==> src/rtl/cpu_pkg.sv <==
// Shared datapath constants and register-select types.
// Used by the register writeback slice and its decoder.
package cpu_pkg;

    localparam int DATA_W = 32;
    localparam int NREGS  = 16;
    localparam int SEL_W  = $clog2(NREGS);
    localparam int IR_W   = 32;

    localparam int RA_MSB = 26;
    localparam int RA_LSB = 23;
    localparam int RB_MSB = 22;
    localparam int RB_LSB = 19;
    localparam int RC_MSB = 18;
    localparam int RC_LSB = 15;

    localparam int C_W = 19;

    typedef logic [SEL_W-1:0] reg_sel_t;
    typedef logic [NREGS-1:0] reg_onehot_t;

    function automatic logic [DATA_W-1:0] sign_ext_c(
        input logic [IR_W-1:0] ir
    );
        return {{(DATA_W-C_W){ir[C_W-1]}}, ir[C_W-1:0]};
    endfunction

endpackage

==> src/rtl/reg_sel_decoder.sv <==
// Register index to one-hot strobe decoder with enable.
// All-zero output when disabled.
module reg_sel_decoder
    import cpu_pkg::*;
(
    input  reg_sel_t    sel,
    input  logic        en,
    output reg_onehot_t onehot
);

    always_comb begin
        onehot = '0;
        if (en) begin
            onehot[sel] = 1'b1;
        end
    end

endmodule

==> src/rtl/reg_select_writeback.sv <==
// General register bank R0-R15 with IR field select and bus writeback.
// Build option: REG_R0_BA_ZERO_EN makes R0 read as zero on baout.
module reg_select_writeback
    import cpu_pkg::*;
(
    input  logic              clk,
    input  logic              clr_n,
    input  logic [IR_W-1:0]   ir,
    input  logic              gra,
    input  logic              grb,
    input  logic              grc,
    input  logic              rin,
    input  logic              rout,
    input  logic              baout,
    input  logic [DATA_W-1:0] bus_mux_out,
    output reg_onehot_t       r_in,
    output reg_onehot_t       r_out,
    output logic [DATA_W-1:0] reg_data,
    output logic [DATA_W-1:0] c_sign_ext,
    output logic              sel_err
);

    logic [DATA_W-1:0] regs [NREGS];

    reg_sel_t    ra;
    reg_sel_t    rb;
    reg_sel_t    rc;
    reg_sel_t    sel;
    logic        any_gr;
    logic        wr_en;
    logic        rd_en;
    logic        multi_gr;
    reg_onehot_t wr_onehot;
    logic        unused_ir;

    assign ra = ir[RA_MSB:RA_LSB];
    assign rb = ir[RB_MSB:RB_LSB];
    assign rc = ir[RC_MSB:RC_LSB];

    assign unused_ir = ^ir[IR_W-1:RA_MSB+1];

    assign any_gr   = gra | grb | grc;
    assign multi_gr = (gra & grb) | (gra & grc) | (grb & grc);
    assign wr_en    = rin & any_gr;
    assign rd_en    = (rout | baout) & any_gr;

    always_comb begin
        sel = '0;
        if (gra) begin
            sel = ra;
        end else if (grb) begin
            sel = rb;
        end else if (grc) begin
            sel = rc;
        end
    end

    reg_sel_decoder u_rd_dec (
        .sel    (sel),
        .en     (rd_en),
        .onehot (r_out)
    );

    reg_sel_decoder u_wr_dec (
        .sel    (sel),
        .en     (wr_en),
        .onehot (wr_onehot)
    );

    // Reads see the pre-write value; no write-to-read bypass.
    always_comb begin
        reg_data = '0;
        if (rd_en) begin
            reg_data = regs[sel];
`ifdef REG_R0_BA_ZERO_EN
            if (baout && sel == '0) begin
                reg_data = '0;
            end
`endif
        end
    end

    assign c_sign_ext = sign_ext_c(ir);

    always_ff @(posedge clk or negedge clr_n) begin
        if (!clr_n) begin
            for (int i = 0; i < NREGS; i++) begin
                regs[i] <= '0;
            end
            r_in    <= '0;
            sel_err <= 1'b0;
        end else begin
            if (wr_en) begin
                regs[sel] <= bus_mux_out;
            end
            r_in <= wr_onehot;
            if (multi_gr || (rin && rout)) begin
                sel_err <= 1'b1;
            end
        end
    end

endmodule

==> config.mk <==
export PLATFORM = sky130hd
export DESIGN_NAME = reg_select_writeback
export DESIGN_NICKNAME = d
export VERILOG_FILES = /design/src/rtl/cpu_pkg.sv /design/src/rtl/reg_sel_decoder.sv /design/src/rtl/reg_select_writeback.sv
export SDC_FILE = /design/constraint.sdc
export NUM_CORES = 1
export LEC_CHECK = 0
export ABC_CLOCK_PERIOD_IN_PS = 5700
export CORE_ASPECT_RATIO = 0.6
export CORE_MARGIN = 5
export CORE_UTILIZATION = 66
export CTS_BUF_LIST = sky130_fd_sc_hd__clkbuf_4 sky130_fd_sc_hd__clkbuf_8
export DETAILED_ROUTE_END_ITERATION = 8
export GPL_ROUTABILITY_DRIVEN = 0
export PLACE_DENSITY_LB_ADDON = 0.3
export REMOVE_ABC_BUFFERS = 1
export SLEW_MARGIN = 15
export SYNTH_ARGS = -nofsm -noshare
export SYNTH_HDL_FRONTEND = slang
export SYNTH_SLANG_ARGS = --single-unit
==> constraint.sdc <==
create_clock -name clk -period 5.7 [get_ports clk]
set_clock_uncertainty 0.05 [all_clocks]
set_input_delay 1.425 -clock clk [delete_from_list [all_inputs] [get_ports clk]]
set_output_delay 1.425 -clock clk [all_outputs]
set_load 0.01 [all_outputs]
==> Flow_metrics.wiki, run 1 <==
{| class="wikitable"
! Metric !! Value
|-
| Unrepaired setup endpoints after global routing || no
|-
| Sum of routed wire length over all layers || 68.96 mm
|-
| Largest net degree at the start of global routing || 144
|-
| Final period demand of the worst path || ~5.6 ns
|-
| Dominant cell type by area after synthesis || dfrtp_1
|-
| Starting DRC count in detailed routing || between 1500 and 2000
|-
| Via count || between 15000 and 20000
|-
| Maximum vdd ir drop || roughly 0.24 mV
|-
| Post-DRT Antenna Nets || 0
|-
| Antenna violations before repair || 0
|-
| Post-synthesis sequential element count || roughly 530
|-
| Netlist area before placement || between 20000 and 30000 um^2
|-
| Number of input and output port buffers inserted || 133
|-
| Final Hold Violating Endpoints || 0
|-
| Arr. time, crit path || 4.11 ns
|-
| Storage cell area || roughly 13000 um^2
|-
| Via count of the first global-routing pass || ~20000
|-
| Standby leakage power || 13.22 nW
|-
| Count of cells resized by post-cts repair || 0
|-
| Longest Clk Path Bufs || 3
|-
| Post-route cell area || between 20000 and 30000 um^2
|-
| R2R setup slack || 4.80 ns
|-
| Critical Path Max Stage Delay || 0.55 ns
|-
| Cell type group with the largest total delay on the critical path || buffers and inverters
|-
| Launching point of the worst reg2reg path || regs[152]$_DFFE_PN0P_
|-
| Status || finished, final reports clean
|-
| Depth of the CTS H-tree || 3
|-
| Proportion of layout cells with a drive suffix above 1 || 32.26%
|-
| CTS sink count || roughly 530
|-
| Clock Latency Late Sink || just over 0.6 ns
|-
| Per-cell via count in the routed design || 6.516
|-
| Highest fanout seen on the critical path || 40
|-
| Hpwl dp || 41.59 mm
|-
| Setup Viol. Count Final || 0
|-
| Measured slew at the worst slew-check pin || 1.011 ns
|-
| Critical-path cell list || clkdlybuf4s50_1 -> buf_4 -> a21oi_1 -> buf_4 -> a21oi_4 -> buf_12 -> buf_12 -> buf_4 -> nand2_1 -> nand3_1 -> nand3_1 -> nand3_1 -> clkdlybuf4s50_1
|-
| Setup crit end kind || output port
|-
| Instance area after placement || 27960 um^2
|-
| Post-CTS setup buffer count || 0
|-
| Number of primary I/O pins || ~170
|-
| Count of hold buffers inserted by post-cts repair || 0
|-
| Total grt overflow || 0
|-
| Number of instances on the worst hold path || 1
|-
| Rows || 56
|-
| Setup CP Type || in2out
|-
| Hold path startpoint || regs[311]$_DFFE_PN0P_
|-
| Remaining routing DRC violations || 0
|-
| Part of the cycle the worst path needs || a little over nine tenths
|-
| Inserted Clock Buffers || 77
|-
| Type of the worst min-delay path || reg2reg
|-
| Top cell type's share of synthesized area || 51.19%
|-
| Routed wirelength normalized by instance count || 23.45 um
|-
| Power per standard cell area || 399.4 nW/um^2
|-
| Number of buffer and inverter stages on the critical path || 7
|-
| Post-synth EDFFs || 0
|-
| Area contributors post-synth || dfrtp_1 (51%), mux2_2 (23%), nand2_1 (5.5%), nand3_1 (4.3%), mux2_1 (3.3%)
|-
| Proportion of register bits with asynchronous set or reset after synthesis || 100.0%
|-
| Max-cap violations || 0
|-
| Global-route wire length before repair || around 110 mm
|-
| Area of the placeable core || 38890 um^2
|-
| Final total negative setup slack || 0 ns
|-
| Type of origin of the critical path || input pin
|-
| Max Fclk || 0.1791 GHz
|-
| Floorplan die width || 265.6 um
|-
| Worst r2r path cells || 1
|-
| Count of unique library cells instantiated by Yosys || 29
|-
| Synthesized instance count || 2295
|-
| Filler cells || 2469
|-
| Full die area || between 40000 and 50000 um^2
|-
| Area taken by multi-input logic gates || 11620 um^2
|-
| Standard cell with the maximum stage delay on the critical path || clkdlybuf4s50_1
|-
| Slew Limit Fails || 0
|-
| Clock-pin slew of the registers on the worst-case setup and hold paths || 0.06 ns
|-
| Total power || 11.78 mW
|-
| Total GRT Usage || between 30% and 40%
|-
| Clock tree from TritonCTS || done
|-
| Prevailing post-synth register cell || dfrtp_1
|-
| End of the worst register-to-register path || regs[152]$_DFFE_PN0P_
|-
| Slew HR || about a third
|-
| Synthesis-to-layout area growth || 14.03%
|-
| Post-layout nets || 2442
|-
| WHS Endpoint || regs[311]$_DFFE_PN0P_
|-
| Sequential-to-total area share from yosys stat || around half
|-
| Levels on crit path || 13
|-
| Starting density of the core || approximately two thirds
|-
| Avg Inst Size Synth || ~11 um^2
|-
| Worst endpoint required time || 4.22 ns
|-
| Clk Tree Root Cell || clkbuf_8
|-
| Drt first pass iters || 5
|-
| Vertical die dimension || 163.3 um
|-
| Yosys warns || 0
|}
-- synthesized netlist by cell type, drive strengths merged (2+ instances only) --
cell,n
o21ai,3
nor2b,4
a32oi,30
nor2,30
a22oi,95
a21oi,78
nor3,4
mux2i,32
nand3b,5
clkbuf,121
dfrtp,529
mux2,604
nand2,377
nand3,221
buf,104
inv,17
a21o,3
a221oi,2
nand4,30
-- cells in the final DEF (no fill, tap or decap), drive strengths merged, types with 2 or more instances in the layout --
| cell | count |
|---|---|
| o21ai | 3 |
| a32oi | 30 |
| nand2 | 377 |
| nand3 | 221 |
| a22oi | 95 |
| mux2 | 604 |
| a21oi | 78 |
| nand4 | 30 |
| clkbuf | 120 |
| nand3b | 5 |
| dfrtp | 529 |
| buf | 91 |
| nor2 | 30 |
| inv | 17 |
| nor2b | 4 |
| a221oi | 2 |
| mux2i | 32 |
| clkdlybuf4s50 | 129 |
| clkinv | 6 |
| nor3 | 4 |
| a21o | 3 |
-- state kept, by name (all words and copies together), names as in the netlist --
| signal | cells |
|---|---|
| r_in | 16 |
| regs | 512 |
| sel_err | 1 |
-- cell families (layout without fill, tap and decap cells) --
logic type,Yosys count,after routing,share of synthesized area [%]
flip-flops,529,529,51.19
multiplexers,636,636,27.54
AND/OR/NAND/NOR,674,674,11.38
AO/OA/AOI/OAI,214,214,5.607
other,0,1,0
buffers and inverters,242,365,4.291
-- through the flow --
step	setup slack [ns]	utilization, %	std cells	hold WS [ns]
global placement	0.1545	71.89	2813	0.4081
detailed placement	0.1396	71.89	2813	0.4313
global route	0.004508	75.83	2940	0.4575
CTS	0.1371	75.82	2940	0.4458
finish	0.1165	75.84	2941	0.4435
floorplan	-5.370	-	2070	0.4142
-- worst max path at each step --
stage	from	to	slack [ns]
finish	grb	reg_data[24]	0.12
global route	grb	reg_data[24]	0.005
CTS	ir[18]	reg_data[19]	0.14
detailed placement	ir[18]	reg_data[19]	0.14
floorplan	gra	reg_data[0]	-5.37
global placement	grb	reg_data[19]	0.15
-- power by group --
group	switching, mW	internal, mW	total (mW)
Clock	1.41	1.65	3.06
Sequential	0.785	5.02	5.81
Combinational	1.28	1.63	2.91
-- per-layer routing --
layer	wire, um	global-route usage [%]	part of all wire (%)	vias up
met5	0	0	0	-
met4	1738	9.683	2.5	0
met3	6724	8.010	9.8	155
met2	31580	49.71	46	1011
met1	28920	45.14	42	9730
li1	-	-	-	8267
-- cell type report --
type,instances,area share (%)
Antenna cell,1,0.008485
Clock buffer,120,5.049
Clock inverter,7,0.1273
Inverter,17,0.2164
Multi-Input combinational cell,1524,39.41
Sequential cell,529,44.89
Tap cell,522,2.215
Timing Repair Buffer,221,8.090
(Power assumes the default switching activity.)
==> run 2, diff against run 1 <==
--- a/config.mk
+++ b/config.mk
@@ -16,2 +16,3 @@
 export REMOVE_ABC_BUFFERS = 1
+export SKIP_CTS_REPAIR_TIMING = 1
 export SLEW_MARGIN = 15
==> constraint.sdc (replaced) <==
create_clock -name clk -period 5.7 [get_ports clk]
set_clock_uncertainty 0.05 [all_clocks]
set_input_delay 0.855 -clock clk [delete_from_list [all_inputs] [get_ports clk]]
set_output_delay 0.855 -clock clk [all_outputs]
set_load 0.01 [all_outputs]
==> Flow_metrics.wiki, run 2 (synthesis results as in run 1) <==
{| class="wikitable"
! Metric !! Value
|-
| Startpoint of the most critical setup path || grb
|-
| Critical-path cell list || clkdlybuf4s50_1 -> a21oi_1 -> a21o_4 -> buf_4 -> nand2_1 -> nand3_1 -> nand3_1 -> nand3_1 -> clkdlybuf4s50_1
|-
| Max-cap violations || 0 (unchanged)
|-
| Final core occ || 74.89% (-0.95 points)
|-
| Type of the worst min-delay path || in2async
|-
| Via count of the first global-routing pass || 19585 (-1.5%)
|-
| Total GRT Usage || 31.81% (-0.12 points)
|-
| Flip-flop count of the largest register, all copies and words added || 512 (unchanged)
|-
| Hpwl dp || 38.82 mm (-6.7%)
|-
| Worst endpoint required time || 4.80 ns (+0.58 ns)
|-
| Antenna Diode Count || 0 (-1)
|-
| Highest fanout seen on the critical path || 71 (+78%)
|-
| Final total negative setup slack || 0 ns (unchanged)
|-
| Launching point of the worst reg2reg path || regs[157]$_DFFE_PN0P_
|-
| Proportion of layout cells with a drive suffix above 1 || 31.29% (-0.97 points)
|-
| Hold slack final || 0.1959 ns (-0.2476 ns)
|-
| Max Fclk || 0.1992 GHz (+11%)
|-
| Total grt overflow || 0 (unchanged)
|-
| Final period demand of the worst path || 5.020 ns (-0.5635 ns)
|-
| Clk Tree Root Cell || clkbuf_8
|-
| Drt first pass iters || 5 (unchanged)
|-
| Part of the cycle the worst path needs || 88.07% (-9.9 points)
|-
| Clock-pin slew of the registers on the worst-case setup and hold paths || 0.06 ns (about the same)
|-
| Number of primary I/O pins || 169 (unchanged)
|-
| Vertical die dimension || 163.3 um (unchanged)
|-
| Measured slew at the worst slew-check pin || 1.225 ns (+0.2140 ns)
|-
| Setup Viol. Count Final || 0 (unchanged)
|-
| Standby leakage power || 13.02 nW (-1.5%)
|-
| Synthesis-to-layout area growth || 12.61%
|-
| Depth of the CTS H-tree || 3 (unchanged)
|-
| Largest registers || regs: 512 flops, r_in: 16 flops, sel_err: 1 flops
|-
| Number of buffer and inverter stages on the critical path || 3 (-4)
|-
| Setup CP Type || in2out
|-
| Sum of routed wire length over all layers || 68.82 mm (-0.20%)
|-
| Post-DRT Antenna Nets || 0 (unchanged)
|-
| Instance area after placement || 27450 um^2 (-1.8%)
|-
| Arr. time, crit path || 4.12 ns (about the same)
|-
| Dominant cell type by count on the critical path || nand3_1
|-
| Via count || 19102 (-0.32%)
|-
| Setup crit end kind || output port
|-
| Post-layout nets || 2402 (-1.6%)
|-
| Unrepaired setup endpoints after global routing || no
|-
| Post-route cell area || 29120 um^2 (-1.3%)
|-
| Per-cell via count in the routed design || 6.573 (+0.88%)
|-
| Largest net degree at the start of global routing || 175 (+22%)
|-
| Antenna violations before repair || 1 (+1)
|-
| Rows || 56 (unchanged)
|-
| Critical Path Max Stage Delay || 0.84 ns (+0.29 ns)
|-
| Remaining routing DRC violations || 0 (unchanged)
|-
| Slew Limit Fails || 0 (unchanged)
|-
| Status || finished, final reports clean
|-
| CTS sink count || 529 (unchanged)
|-
| Starting DRC count in detailed routing || 1874 (+0.27%)
|-
| Most frequent cells in the layout || mux2_2 (529), dfrtp_1 (529), nand2_1 (361), nand3_1 (221), clkdlybuf4s50_1 (130)
|-
| Starting density of the core || 66.51% (unchanged)
|-
| Power per standard cell area || 409.0 nW/um^2 (+2.4%)
|-
| Slew HR || 17.46% (-15 points)
|-
| Clock tree from TritonCTS || done
|-
| Inserted Clock Buffers || 78 (+1.3%)
|-
| Type of origin of the critical path || input pin
|-
| Register with the highest flop count || regs
|-
| Number of input and output port buffers inserted || 133 (unchanged)
|-
| Maximum vdd ir drop || 0.3058 mV (+29%)
|-
| Clock Latency Late Sink || 0.62 ns (about the same)
|-
| Floorplan die width || 265.6 um (unchanged)
|-
| Longest Clk Path Bufs || 3 (unchanged)
|-
| Full die area || 43370 um^2 (unchanged)
|-
| Cell type group with the largest total delay on the critical path || buffers and inverters
|-
| Area of the placeable core || 38890 um^2 (unchanged)
|-
| Standard cell with the maximum stage delay on the critical path || a21o_4
|-
| Routed wirelength normalized by instance count || 23.68 um (+1.0%)
|-
| Global-route wire length before repair || 109.5 mm (-0.35%)
|-
| Final Hold Violating Endpoints || 0 (unchanged)
|}
run 2: routing by layer:
layer	GRT usage (%)	vias up	part of all wire, %
met5	0	-	0.019
met4	10.86	2	2.5
met3	8.055	157	11
met2	48.17	1077	45
met1	45.54	9681	42
li1	-	8185	-
run 2: stage by stage:
step,power (mW),instances,setup slack (ns)
5_1_grt,12.52,2906,0.5133
3_5_place_dp,8.632,2772,0.7507
2_1_floorplan,7.653,2070,-4.230
6_report,11.91,2906,0.6800
4_1_cts,11.90,2906,0.7423
3_3_place_gp,8.309,2772,0.8097
run 2: cell type report:
cell class                 count  area [um^2]
clock buffer                 131         1634
clock inverter                 3        40.04
fill                        2451         9764
inverter                      17        63.81
multi-input combinational   1524        11620
sequential                   529        13240
tap                          522        653.1
timing repair buffer         180         1872
run 2: path summary, 6_finish.rpt:
kind                                          to  slack, ns  cells after the start
max                                 reg_data[21]       0.68                      9
min                            r_in[7]$_DFF_PN0_       0.20                      1
max reg2reg                regs[157]$_DFFE_PN0P_       4.81                      1
min reg2reg                regs[508]$_DFFE_PN0P_       0.44                      1
max in group asynchronous      r_in[0]$_DFF_PN0_       3.98                      2
min in group clk           regs[508]$_DFFE_PN0P_       0.44                      1
run 2: where the power goes:
part | internal (mW) | switching (mW) | total, mW
clock network | 1.84 | 1.43 | 3.27
logic | 1.58 | 1.27 | 2.85
registers | 5.02 | 0.774 | 5.80
total | 8.44 | 3.47 | 11.9
==> run 3, diff against run 2 <==
RECOVER_POWER = 25   (was default)
==> Flow_metrics.wiki, run 3 (synthesis results as in run 1) <==
{| class="wikitable"
! Metric !! Value
|-
| Status || finished, violations left
|-
| Violations in the final reports || max-capacitance violations, max-slew violations
|-
| Proportion of layout cells with a drive suffix above 1 || 31.29% (unchanged)
|-
| Starting DRC count in detailed routing || 1913 (+2.1%)
|-
| Sum of routed wire length over all layers || 68.74 mm (-0.11%)
|-
| Most frequent cells in the layout || mux2_2 (529), dfrtp_1 (529), nand2_1 (361), nand3_1 (221), clkdlybuf4s50_1 (129)
|-
| Depth of the CTS H-tree || 3 (unchanged)
|-
| Dominant cell type by count on the critical path || nand3_1
|-
| Inserted Clock Buffers || 78 (unchanged)
|-
| Longest Clk Path Bufs || 3 (unchanged)
|-
| Setup slack after placement || 0.7507 ns (unchanged)
|-
| Type of the worst min-delay path || reg2reg
|-
| Final Hold Violating Endpoints || 0 (unchanged)
|-
| Setup Viol. Count Final || 0 (unchanged)
|-
| Highest fanout seen on the critical path || 71 (unchanged)
|-
| Post-route cell area || 29090 um^2 (-0.13%)
|-
| Largest net degree at the start of global routing || 175 (unchanged)
|-
| Slew Limit Fails || 360 (+360)
|-
| Standby leakage power || 13.00 nW (about the same)
|-
| Switching share of power || 29.13% (about the same)
|-
| Antenna violations before repair || 1 (unchanged)
|-
| Vertical die dimension || 163.3 um (unchanged)
|-
| Drt first pass iters || 7 (+2)
|-
| Share of power burned in registers || 48.7% (about the same)
|-
| Critical Path Max Stage Delay || 0.83 ns (about the same)
|-
| Worst Slack Setup Final || 0.6199 ns (-0.06002 ns)
|-
| Final core occ || 74.79% (-0.096 points)
|-
| Antenna Diode Count || 0 (unchanged)
|-
| End of the worst register-to-register path || regs[157]$_DFFE_PN0P_
|-
| Total GRT Usage || 31.81% (unchanged)
|-
| Full die area || 43370 um^2 (unchanged)
|-
| Standard cell with the maximum stage delay on the critical path || a21o_4
|-
| Register with the highest flop count || regs
|-
| Worst r2r path cells || 1 (unchanged)
|-
| Measured slew at the worst slew-check pin || 2.581 ns (+1.355 ns)
|-
| Post-layout nets || 2402 (unchanged)
|-
| Clock share of power || 27.5% (about the same)
|-
| Clock-pin slew of the registers on the worst-case setup and hold paths || 0.06 ns (about the same)
|-
| Hpwl dp || 38.82 mm (unchanged)
|-
| Total power || 11.91 mW (about the same)
|-
| Flip-flop count of the largest register, all copies and words added || 512 (unchanged)
|-
| R2R setup slack || 4.81 ns (about the same)
|-
| WHS Endpoint || regs[508]$_DFFE_PN0P_
|-
| CTS sink count || 529 (unchanged)
|-
| Routed wirelength normalized by instance count || 23.66 um (-0.11%)
|-
| Max Fclk || 0.1968 GHz (-1.2%)
|-
| Arr. time, crit path || 4.18 ns (+0.06 ns)
|-
| Clock tree from TritonCTS || done
|-
| Number of primary I/O pins || 169 (unchanged)
|-
| Power per standard cell area || 409.3 nW/um^2 (about the same)
|-
| Final total negative setup slack || 0 ns (unchanged)
|-
| Switching component of the power || 3.468 mW (about the same)
|-
| Per-cell via count in the routed design || 6.586 (+0.19%)
|-
| Setup crit end kind || output port
|-
| Slew HR || -72.04% (-90 points)
|-
| Setup CP Type || in2out
|-
| Maximum vdd ir drop || 0.3059 mV (about the same)
|-
| Number of input and output port buffers inserted || 133 (unchanged)
|-
| Via count || 19139 (+0.19%)
|-
| Via count of the first global-routing pass || 19585 (unchanged)
|-
| Global-route wire length before repair || 109.5 mm (unchanged)
|-
| Instance area after placement || 27450 um^2 (unchanged)
|-
| Max-cap violations || 3 (+3)
|-
| Worst endpoint required time || 4.80 ns (about the same)
|-
| Largest registers || regs: 512 flops, r_in: 16 flops, sel_err: 1 flops
|-
| Floorplan die width || 265.6 um (unchanged)
|-
| Cell type group with the largest total delay on the critical path || buffers and inverters
|-
| Number of buffer and inverter stages on the critical path || 3 (unchanged)
|-
| Part of the cycle the worst path needs || 89.12% (+1.1 points)
|-
| Hold slack final || 0.4409 ns (+0.2450 ns)
|-
| Unrepaired setup endpoints after global routing || no
|-
| Count of non-filler cells in the finished layout || 2906 (unchanged)
|-
| Remaining routing DRC violations || 0 (unchanged)
|-
| Number of instances on the worst hold path || 1
|-
| Total grt overflow || 0 (unchanged)
|-
| Type of origin of the critical path || input pin
|-
| Final period demand of the worst path || 5.080 ns (+0.06002 ns)
|-
| Synthesis-to-layout area growth || 12.46%
|-
| Post-DRT Antenna Nets || 0 (unchanged)
|-
| Clock Latency Late Sink || 0.62 ns (about the same)
|-
| Hold path startpoint || regs[508]$_DFFE_PN0P_
|-
| Internal power || 8.437 mW (about the same)
|-
| Launching point of the worst reg2reg path || regs[157]$_DFFE_PN0P_
|-
| Share of power burned in combinational logic || 23.9% (about the same)
|-
| Area of the placeable core || 38890 um^2 (unchanged)
|-
| Critical-path cell list || dlygate4sd3_1 -> a21oi_1 -> a21o_4 -> buf_4 -> nand2_1 -> nand3_1 -> nand3_1 -> nand3_1 -> clkdlybuf4s50_1
|-
| Rows || 56 (unchanged)
|-
| Starting density of the core || 66.51% (unchanged)
|-
| Clk Tree Root Cell || clkbuf_8
|-
| Placed cell count || 2772 (unchanged)
|-
| Filler cells || 2456 (+0.20%)
|}
[run 3: changes by cell type in the layout (fill, tap and decap cells not counted)]
| cell | previous run | this run |
|---|---|---|
| buf_8 | 1 | 0 |
| clkbuf_2 | 0 | 2 |
| dlygate4sd3_1 | 0 | 1 |
| clkdlybuf4s50_1 | 130 | 129 |
| buf_12 | 15 | 13 |
| clkbuf_4 | 27 | 28 |
[run 3: worst max path at each step]
stage | from | end | slack [ns] | depth (start not counted)
finish | grb | reg_data[21] | 0.62 | 9
global route | clr_n | r_in[0]$_DFF_PN0_ | 0.27 | 2
CTS | grb | reg_data[21] | 0.74 | 9
floorplan | gra | reg_data[0] | -4.23 | 5
global placement | grb | reg_data[21] | 0.81 | 9
detailed placement | grb | reg_data[21] | 0.75 | 9
[run 3: power by group through the flow]
stage / logic (mW) / clock network [mW] / registers (mW)
2_1_floorplan: 2.08 / 0 / 5.57
3_3_place_gp: 2.65 / 0 / 5.66
3_5_place_dp: 2.82 / 0 / 5.81
4_1_cts: 2.85 / 3.30 / 5.75
5_1_grt: 3.13 / 3.47 / 5.92
6_report: 2.84 / 3.27 / 5.79
[run 3: final cells by class]
type	instances	area, um^2	area share, %
clock buffers	131	1634	5.618
clock inverters	3	40.04	0.1377
inverters	17	63.81	0.2194
multi-input cells	1524	11620	39.96
flip-flops and latches	529	13240	45.51
well taps	522	653.1	2.246
repair buffers	180	1834	6.306
[run 3: layer usage]
layer / up-vias / wire (um) / global-route usage (%)
met5: - / 13 / 0
met4: 2 / 1787 / 10.86
met3: 153 / 6840 / 8.055
met2: 1001 / 30950 / 48.17
met1: 9795 / 29150 / 45.54
li1: 8188 / - / -
